<file path="config.mk">
export PLATFORM = sky130hd
export DESIGN_NAME = core_multicycle
export DESIGN_NICKNAME = d
export VERILOG_FILES = /design/src/rtl/core_mc_pkg.sv /design/src/rtl/core_mc_decode.sv /design/src/rtl/register_file.sv /design/src/rtl/ula.sv /design/src/rtl/core_multicycle.sv
export SDC_FILE = /design/constraint.sdc
export NUM_CORES = 2
export LEC_CHECK = 0
export BUFFER_PORTS_ARGS = -buffer_cell sky130_fd_sc_hd__buf_4
export CAP_MARGIN = 20
export CORE_MARGIN = 4
export CORE_UTILIZATION = 28
export DETAILED_ROUTE_END_ITERATION = 12
export SLEW_MARGIN = 20
export SYNTH_ARGS = -nofsm -noshare
export SYNTH_HDL_FRONTEND = slang
export SYNTH_SLANG_ARGS = --single-unit
</file>
<file path="constraint.sdc">
create_clock -name clock -period 7.4 [get_ports clock]
set_input_delay 1.11 -clock clock [delete_from_list [all_inputs] [get_ports clock]]
set_output_delay 1.11 -clock clock [all_outputs]
set_load 0.01 [all_outputs]
</file>
<file path="src/rtl/core_mc_pkg.sv">
// Shared types and constants for the multi-cycle core: FSM states, opcode fields,
// ALU select encoding and the immediate-format decode helper.
package core_mc_pkg;

    typedef enum logic [2:0] {
        ST_FETCH,
        ST_DECODE,
        ST_EXECUTE,
        ST_MEM,
        ST_WRITEBACK,
        ST_HALT
    } state_e;

    localparam logic [6:0] OP_R      = 7'b0110011;
    localparam logic [6:0] OP_IMM    = 7'b0010011;
    localparam logic [6:0] OP_LOAD   = 7'b0000011;
    localparam logic [6:0] OP_STORE  = 7'b0100011;
    localparam logic [6:0] OP_BRANCH = 7'b1100011;
    localparam logic [6:0] OP_JAL    = 7'b1101111;
    localparam logic [6:0] OP_SYSTEM = 7'b1110011;

    localparam logic [2:0] F3_ADD_SUB = 3'b000;
    localparam logic [2:0] F3_SLT     = 3'b010;
    localparam logic [2:0] F3_OR      = 3'b110;
    localparam logic [2:0] F3_AND     = 3'b111;
    localparam logic [2:0] F3_WORD    = 3'b010;
    localparam logic [2:0] F3_BEQ     = 3'b000;
    localparam logic [2:0] F3_BNE     = 3'b001;

    localparam logic [6:0] F7_BASE = 7'b0000000;
    localparam logic [6:0] F7_SUB  = 7'b0100000;

    typedef enum logic [2:0] {
        ALU_ADD,
        ALU_SUB,
        ALU_AND,
        ALU_OR,
        ALU_SLT
    } alu_sel_e;

    typedef enum logic [2:0] {
        CLS_ALU,
        CLS_LOAD,
        CLS_STORE,
        CLS_BRANCH,
        CLS_JAL,
        CLS_ECALL
    } inst_cls_e;

    typedef enum logic [2:0] {
        IMM_NONE,
        IMM_I,
        IMM_S,
        IMM_B,
        IMM_J
    } imm_fmt_e;

    typedef struct packed {
        inst_cls_e   cls;
        alu_sel_e    alu_sel;
        logic        use_imm;
        logic        br_ne;
        logic        illegal;
        logic [4:0]  rd;
        logic [4:0]  rs1;
        logic [4:0]  rs2;
        logic [31:0] imm;
    } ctrl_t;

    // B/J immediates come out as byte offsets with bit 0 already zero.
    function automatic logic [31:0] imm_decode(input logic [31:0] ir, input imm_fmt_e fmt);
        logic [31:0] imm;
        case (fmt)
            IMM_I:   imm = {{20{ir[31]}}, ir[31:20]};
            IMM_S:   imm = {{20{ir[31]}}, ir[31:25], ir[11:7]};
            IMM_B:   imm = {{19{ir[31]}}, ir[31], ir[7], ir[30:25], ir[11:8], 1'b0};
            IMM_J:   imm = {{11{ir[31]}}, ir[31], ir[19:12], ir[20], ir[30:21], 1'b0};
            default: imm = 32'd0;
        endcase
        return imm;
    endfunction

endpackage

</file>
<file path="src/rtl/core_mc_decode.sv">
// Combinational instruction decode: IR to control bundle (class, ALU select,
// immediate, register fields, illegal flag).
module core_mc_decode
    import core_mc_pkg::*;
(
    input  logic [31:0] ir_i,
    output ctrl_t       ctrl_o
);
    logic [6:0] opcode;
    logic [2:0] funct3;
    logic [6:0] funct7;
    imm_fmt_e   fmt;

    assign opcode = ir_i[6:0];
    assign funct3 = ir_i[14:12];
    assign funct7 = ir_i[31:25];

    always_comb begin
        ctrl_o         = '0;
        ctrl_o.cls     = CLS_ALU;
        ctrl_o.alu_sel = ALU_ADD;
        ctrl_o.rd      = ir_i[11:7];
        ctrl_o.rs1     = ir_i[19:15];
        ctrl_o.rs2     = ir_i[24:20];
        fmt            = IMM_NONE;

        case (opcode)
            OP_R: begin
                case ({funct7, funct3})
                    {F7_BASE, F3_ADD_SUB}: ctrl_o.alu_sel = ALU_ADD;
                    {F7_SUB,  F3_ADD_SUB}: ctrl_o.alu_sel = ALU_SUB;
                    {F7_BASE, F3_AND}:     ctrl_o.alu_sel = ALU_AND;
                    {F7_BASE, F3_OR}:      ctrl_o.alu_sel = ALU_OR;
                    {F7_BASE, F3_SLT}:     ctrl_o.alu_sel = ALU_SLT;
                    default:               ctrl_o.illegal = 1'b1;
                endcase
            end
            OP_IMM: begin
                ctrl_o.use_imm = 1'b1;
                fmt            = IMM_I;
                if (funct3 != F3_ADD_SUB) ctrl_o.illegal = 1'b1;
            end
            OP_LOAD: begin
                ctrl_o.cls     = CLS_LOAD;
                ctrl_o.use_imm = 1'b1;
                fmt            = IMM_I;
                if (funct3 != F3_WORD) ctrl_o.illegal = 1'b1;
            end
            OP_STORE: begin
                ctrl_o.cls     = CLS_STORE;
                ctrl_o.use_imm = 1'b1;
                fmt            = IMM_S;
                if (funct3 != F3_WORD) ctrl_o.illegal = 1'b1;
            end
            OP_BRANCH: begin
                // Branch compares via rs1 - rs2 and the ALU zero flag.
                ctrl_o.cls     = CLS_BRANCH;
                ctrl_o.alu_sel = ALU_SUB;
                ctrl_o.br_ne   = (funct3 == F3_BNE);
                fmt            = IMM_B;
                if ((funct3 != F3_BEQ) && (funct3 != F3_BNE)) ctrl_o.illegal = 1'b1;
            end
            OP_JAL: begin
                ctrl_o.cls = CLS_JAL;
                fmt        = IMM_J;
            end
            OP_SYSTEM: ctrl_o.cls = CLS_ECALL;
            default:   ctrl_o.illegal = 1'b1;
        endcase

        ctrl_o.imm = imm_decode(ir_i, fmt);
    end
endmodule

</file>
<file path="src/rtl/register_file.sv">
// 32 x 32-bit integer register file, two async read ports, one write port.
// x0 always reads as zero and ignores writes.
module register_file (
    input  logic        clock,
    input  logic        we_i,
    input  logic [4:0]  waddr_i,
    input  logic [31:0] wdata_i,
    input  logic [4:0]  raddr1_i,
    input  logic [4:0]  raddr2_i,
    output logic [31:0] rdata1_o,
    output logic [31:0] rdata2_o
);
    logic [31:0] regs_q [0:31];
    logic [31:0] regs_d [0:31];

    always_comb begin
        regs_d = regs_q;
        if (we_i && (waddr_i != 5'd0)) regs_d[waddr_i] = wdata_i;
    end

    always_ff @(posedge clock) begin
        regs_q <= regs_d;
    end

    assign rdata1_o = (raddr1_i == 5'd0) ? 32'd0 : regs_q[raddr1_i];
    assign rdata2_o = (raddr2_i == 5'd0) ? 32'd0 : regs_q[raddr2_i];
endmodule

</file>
<file path="src/rtl/ula.sv">
// Integer ALU: 32-bit wrapping add/sub, bitwise and/or, signed set-less-than.
module ula
    import core_mc_pkg::*;
(
    input  logic [31:0] a_i,
    input  logic [31:0] b_i,
    input  alu_sel_e    sel_i,
    output logic [31:0] result_o,
    output logic        zero_o
);
    always_comb begin
        result_o = 32'd0;
        case (sel_i)
            ALU_ADD: result_o = a_i + b_i;
            ALU_SUB: result_o = a_i - b_i;
            ALU_AND: result_o = a_i & b_i;
            ALU_OR:  result_o = a_i | b_i;
            ALU_SLT: result_o = {31'd0, ($signed(a_i) < $signed(b_i))};
            default: result_o = 32'd0;
        endcase
    end

    assign zero_o = (result_o == 32'd0);
endmodule

</file>
<file path="src/rtl/core_multicycle.sv">
// Multi-cycle RV32I-subset core over one shared valid/ready memory port.
// FETCH/DECODE/EXECUTE/MEM/WRITEBACK/HALT sequencing with trap and instret reporting.
module core_multicycle
    import core_mc_pkg::*;
#(
    parameter logic [31:0] RESET_PC = 32'h0000_0000,
    parameter int          ADDR_W   = 32
) (
    input  logic              clock,
    input  logic              reset,
    output logic              mem_req_o,
    output logic              mem_we_o,
    output logic [ADDR_W-1:0] mem_addr_o,
    output logic [31:0]       mem_wdata_o,
    input  logic              mem_ready_i,
    input  logic [31:0]       mem_rdata_i,
    output logic [31:0]       pc_o,
    output logic              halted_o,
    output logic              trap_o,
    output logic [31:0]       instret_o
);
    state_e            state_q, state_d;
    logic [31:0]       pc_q, pc_d;
    logic [31:0]       ir_q, ir_d;
    logic [31:0]       rs1_q, rs1_d;
    logic [31:0]       rs2_q, rs2_d;
    logic [31:0]       wb_q, wb_d;
    logic [31:0]       instret_q, instret_d;
    logic [31:0]       wdata_q, wdata_d;
    logic [ADDR_W-1:0] addr_q, addr_d;
    logic              req_q, req_d;
    logic              we_q, we_d;
    logic              halted_q, halted_d;
    logic              trap_q, trap_d;

    ctrl_t       ctrl;
    logic        rf_we;
    logic [31:0] rf_wdata, rf_rdata1, rf_rdata2;
    logic [31:0] alu_b, alu_res;
    logic        alu_zero;
    logic [31:0] pc_plus4, pc_target, next_pc;
    logic        retire, br_taken;

    core_mc_decode u_decode (
        .ir_i   (ir_q),
        .ctrl_o (ctrl)
    );

    // Writes are suppressed while reset is sampled so an aborted instruction leaves no trace.
    register_file u_rf (
        .clock    (clock),
        .we_i     (rf_we && !reset),
        .waddr_i  (ctrl.rd),
        .wdata_i  (rf_wdata),
        .raddr1_i (ctrl.rs1),
        .raddr2_i (ctrl.rs2),
        .rdata1_o (rf_rdata1),
        .rdata2_o (rf_rdata2)
    );

    assign alu_b = ctrl.use_imm ? ctrl.imm : rs2_q;

    ula u_ula (
        .a_i      (rs1_q),
        .b_i      (alu_b),
        .sel_i    (ctrl.alu_sel),
        .result_o (alu_res),
        .zero_o   (alu_zero)
    );

    assign pc_plus4  = pc_q + 32'd4;
    assign pc_target = pc_q + ctrl.imm;
    assign br_taken  = ctrl.br_ne ? !alu_zero : alu_zero;

    always_comb begin
        state_d   = state_q;
        pc_d      = pc_q;
        ir_d      = ir_q;
        rs1_d     = rs1_q;
        rs2_d     = rs2_q;
        wb_d      = wb_q;
        instret_d = instret_q;
        wdata_d   = wdata_q;
        addr_d    = addr_q;
        req_d     = req_q;
        we_d      = we_q;
        halted_d  = halted_q;
        trap_d    = trap_q;
        rf_we     = 1'b0;
        rf_wdata  = wb_q;
        retire    = 1'b0;
        next_pc   = pc_plus4;

        case (state_q)
            ST_FETCH: begin
                // req_q low here only right after reset: launch the first fetch.
                if (!req_q) begin
                    req_d  = 1'b1;
                    we_d   = 1'b0;
                    addr_d = pc_q[ADDR_W-1:0];
                end else if (mem_ready_i) begin
                    ir_d    = mem_rdata_i;
                    req_d   = 1'b0;
                    state_d = ST_DECODE;
                end
            end
            ST_DECODE: begin
                rs1_d = rf_rdata1;
                rs2_d = rf_rdata2;
                if (ctrl.illegal) begin
                    state_d  = ST_HALT;
                    halted_d = 1'b1;
                    trap_d   = 1'b1;
                end else if (ctrl.cls == CLS_ECALL) begin
                    state_d  = ST_HALT;
                    halted_d = 1'b1;
                end else begin
                    state_d = ST_EXECUTE;
                end
            end
            ST_EXECUTE: begin
                case (ctrl.cls)
                    CLS_ALU: begin
                        wb_d    = alu_res;
                        state_d = ST_WRITEBACK;
                    end
                    CLS_LOAD, CLS_STORE: begin
                        if (alu_res[1:0] != 2'b00) begin
                            state_d  = ST_HALT;
                            halted_d = 1'b1;
                            trap_d   = 1'b1;
                        end else begin
                            req_d   = 1'b1;
                            we_d    = (ctrl.cls == CLS_STORE);
                            addr_d  = alu_res[ADDR_W-1:0];
                            wdata_d = rs2_q;
                            state_d = ST_MEM;
                        end
                    end
                    CLS_BRANCH: begin
                        next_pc = br_taken ? pc_target : pc_plus4;
                        retire  = 1'b1;
                    end
                    CLS_JAL: begin
                        rf_we    = 1'b1;
                        rf_wdata = pc_plus4;
                        next_pc  = pc_target;
                        retire   = 1'b1;
                    end
                    default: begin
                        state_d  = ST_HALT;
                        halted_d = 1'b1;
                        trap_d   = 1'b1;
                    end
                endcase
            end
            ST_MEM: begin
                if (mem_ready_i) begin
                    req_d = 1'b0;
                    if (we_q) begin
                        retire = 1'b1;
                    end else begin
                        wb_d    = mem_rdata_i;
                        state_d = ST_WRITEBACK;
                    end
                end
            end
            ST_WRITEBACK: begin
                rf_we  = 1'b1;
                retire = 1'b1;
            end
            ST_HALT: req_d = 1'b0;
            default: state_d = ST_HALT;
        endcase

        // Retiring always chains straight into the next fetch request.
        if (retire) begin
            pc_d      = next_pc;
            instret_d = instret_q + 32'd1;
            state_d   = ST_FETCH;
            req_d     = 1'b1;
            we_d      = 1'b0;
            addr_d    = next_pc[ADDR_W-1:0];
        end
    end

    always_ff @(posedge clock) begin
        if (reset) begin
            state_q   <= ST_FETCH;
            pc_q      <= RESET_PC;
            ir_q      <= 32'd0;
            rs1_q     <= 32'd0;
            rs2_q     <= 32'd0;
            wb_q      <= 32'd0;
            instret_q <= 32'd0;
            wdata_q   <= 32'd0;
            addr_q    <= '0;
            req_q     <= 1'b0;
            we_q      <= 1'b0;
            halted_q  <= 1'b0;
            trap_q    <= 1'b0;
        end else begin
            state_q   <= state_d;
            pc_q      <= pc_d;
            ir_q      <= ir_d;
            rs1_q     <= rs1_d;
            rs2_q     <= rs2_d;
            wb_q      <= wb_d;
            instret_q <= instret_d;
            wdata_q   <= wdata_d;
            addr_q    <= addr_d;
            req_q     <= req_d;
            we_q      <= we_d;
            halted_q  <= halted_d;
            trap_q    <= trap_d;
        end
    end

    assign mem_req_o   = req_q;
    assign mem_we_o    = we_q;
    assign mem_addr_o  = addr_q;
    assign mem_wdata_o = wdata_q;
    assign pc_o        = pc_q;
    assign halted_o    = halted_q;
    assign trap_o      = trap_q;
    assign instret_o   = instret_q;
endmodule

</file>
==> results_dict.tcl <==
set metrics [dict create \
    preCtsSetupSlack_ns 0.362 \
    nNetsFinal 5345 \
    drive_above_1_share_pct 23.6 \
    nFillCells 23043 \
    maxCapViolCount 0 \
    wl_per_cell_um 29.4 \
    h-tree-depth 4 \
    grt_pass1_wl_um 349000 \
    area_delta_synth_final_pct 16.4 \
    arrival_ns 7.71 \
    setup_viol 0 \
    slew_violations 0 \
    synth_top_area_cell "edfxtp_1" \
    worst_path_most_repeated_cell "buf_4" \
    netlist_instances 4989 \
    placementRows 178 \
    ir_worst_vdd_v 0.000186 \
    yosysSeqAreaShare_pct 54.3 \
    switching_share_pct 31.4 \
    synth-seq-cells 1287 \
    crit_path_end_kind "flip-flop" \
    slowest_delay_ns 0.57 \
    path_clk_slew_ns 0.07 \
    p_clk_share_pct 35.8 \
    num_vias 48145 \
    leakage_uw 0.0245 \
    p_comb_share_pct 23.8 \
    die_y_um 495 \
    required_ns 8.06 \
    p_sw_uw 6320 \
    rsz0062_at_grt "false" \
    wirelength_um 248000 \
    grt_max_degree 125 \
    cts_tree "built" \
    slowest_stage "or4_4" \
    clock_latency_ns 0.82 \
    max_freq_ghz 0.142 \
    firstDrtPassIters 8 \
    drtAntennaViolNets 0 \
    worstSetupPathType "reg2reg" \
    yosysMostFrequentCell "edfxtp_1" \
    grt_usage_pct 19.6 \
    relSlewSlack_pct 18.8 \
    synth_top_area_share_pct 46.4 \
    via_per_inst 5.71 \
    dieArea_mm2 0.245 \
    grt_pass1_vias 47154 \
    die_x_um 495 \
    antenna_found_initial 7 \
    io_pins 167 \
    avgSynthCellArea_um2 13.3 \
    p_int_uw 13800 \
    synth_area_leaders "edfxtp_1, mux4_2, dfxtp_1" \
    worst_hold_slack_ns 0.451 \
    cts_hold_buf 0 \
    io_buffers 166 \
    cts_buffer_depth 3 \
    finalSetupTns_ns 0 \
    largest_register "u_rf.regs_q" \
    cts.sinks 1287 \
    fin_crit_sh_pct 95.3 \
    gp_congestion 0.969 \
    status "complete, no violations" \
    fin_crit_ns 7.05 \
    finClkSkew_ns 0.0555 \
    critPathMaxFanout 21 \
    syn-cell-area_mm2 0.0663 \
    fin_ws_ns 0.347 \
    place_hpwl_um 157000 \
    holdCritPathClass "reg2reg" \
    tightest_slew_ns 1.21 \
    start_kind "flip-flop" \
    synth_edf_count 1024 \
    ys_top_cells_by_count "edfxtp_1, mux4_2, nor2_1, nand2_1, a21oi_1" \
    synth_cell_types 95 \
    power_frac_seq_pct 40.4 \
    drt_iter0_markers 6338 \
    core_mm2 0.235 \
    p_per_area_mw_per_mm2 261 \
    cts_root_buf "clkbuf_16" \
    r2r_setup_slack_ns 0.35 \
    grt_overflow 0 \
    ys.flop_type "edfxtp_1" \
    largest_reg_flops 1024 \
    synthArstFlopShare_pct 0 \
    cts_buffers 141 \
    finalHoldViolations 0 \
    ys_warn_count 0 \
    route.detailed.drc 0 \
    start_util_pct 28.2 \
]
-- cells by family after synthesis --
logic type	Yosys count	share of synthesized area [%]
muxes	718	19.7
adders and majority gates	140	2.68
xor gates and xnor gates	97	1.28
and+or+nand+nor	1113	7.64
DFF	1287	54.3
AOI/OAI and AO/OA	1115	11.4
buffers and inverters	518	2.99
other	1	0.00566
-- routing by layer --
layer / vias up / wire, um / GRT usage [%]
li1: 20004 / - / -
met1: 24748 / 99100 / 26.1
met3: 576 / 22900 / 3.87
met5: - / 34 / 0
met4: 6 / 11800 / 8.67
met2: 2811 / 114000 / 30.9
-- worst max-delay path, delay by kind of cell (launching register included) --
family	cells	cell delay (ns)
and+or+nand+nor	13	3.26
AOI/OAI and AO/OA	7	2.03
buffers and inverters	5	0.81
adders and majority gates	1	0.39
DFF	1	0.37
-- stage by stage --
stage	power [uW]	util, %	instance area (um2)	std cells
finish	20100	32.8	77200	8437
global route	20800	32.8	77200	8435
CTS	20100	32.8	77100	8434
detailed placement	12900	30.8	72500	8176
global placement	12900	30.8	72400	8176
floorplan	11200	-	66400	5020
-- what timing repair did --
action,CTS,global route
setup endpoints to repair,0,41
buffers inserted,0,0
resized for setup,0,4
-- power groups by stage --
| stage | clock [uW] | combinational (uW) | sequential (uW) |
|---|---|---|---|
| CTS | 7290 | 4700 | 8120 |
| floorplan | 0 | 3050 | 8110 |
| detailed placement | 0 | 4670 | 8270 |
| global placement | 0 | 4660 | 8280 |
| global route | 7600 | 5030 | 8140 |
| finish | 7210 | 4780 | 8130 |
-- cells in the final DEF (no fill, tap or decap), drive strengths merged, types with 61 or more instances in the layout --
master     n
mux2      61
dfxtp    263
clkbuf   183
nor2     387
a211oi   174
o21ai    131
edfxtp  1024
inv      156
nand2    364
ha       137
mux4     462
a21oi    314
a221oi    71
nand3     63
buf      377
mux2i    195
-- final cells by class --
class	count	area (um2)	area share [%]
Sequential cell	1287	36100	46.7
Clock inverter	75	908	1.18
Timing Repair Buffer	377	2990	3.87
Antenna cell	2	5.00	0.00648
Inverter	148	556	0.720
Clock buffer	183	3780	4.89
Tap cell	3150	3940	5.11
Multi-Input combinational cell	3215	29000	37.5
-- worst paths after layout --
check        depth (start not counted)             startpoint                    end
max                                 26   ir_q[0]$_SDFFE_PP0P_  pc_o[10]$_SDFFE_PP0P_
min                                  2  wb_q[19]$_SDFFE_PP0P_  wb_q[19]$_SDFFE_PP0P_
max reg2reg                         26   ir_q[0]$_SDFFE_PP0P_  pc_o[10]$_SDFFE_PP0P_
min reg2reg                          2  wb_q[19]$_SDFFE_PP0P_  wb_q[19]$_SDFFE_PP0P_
(Power assumes the default switching activity.)
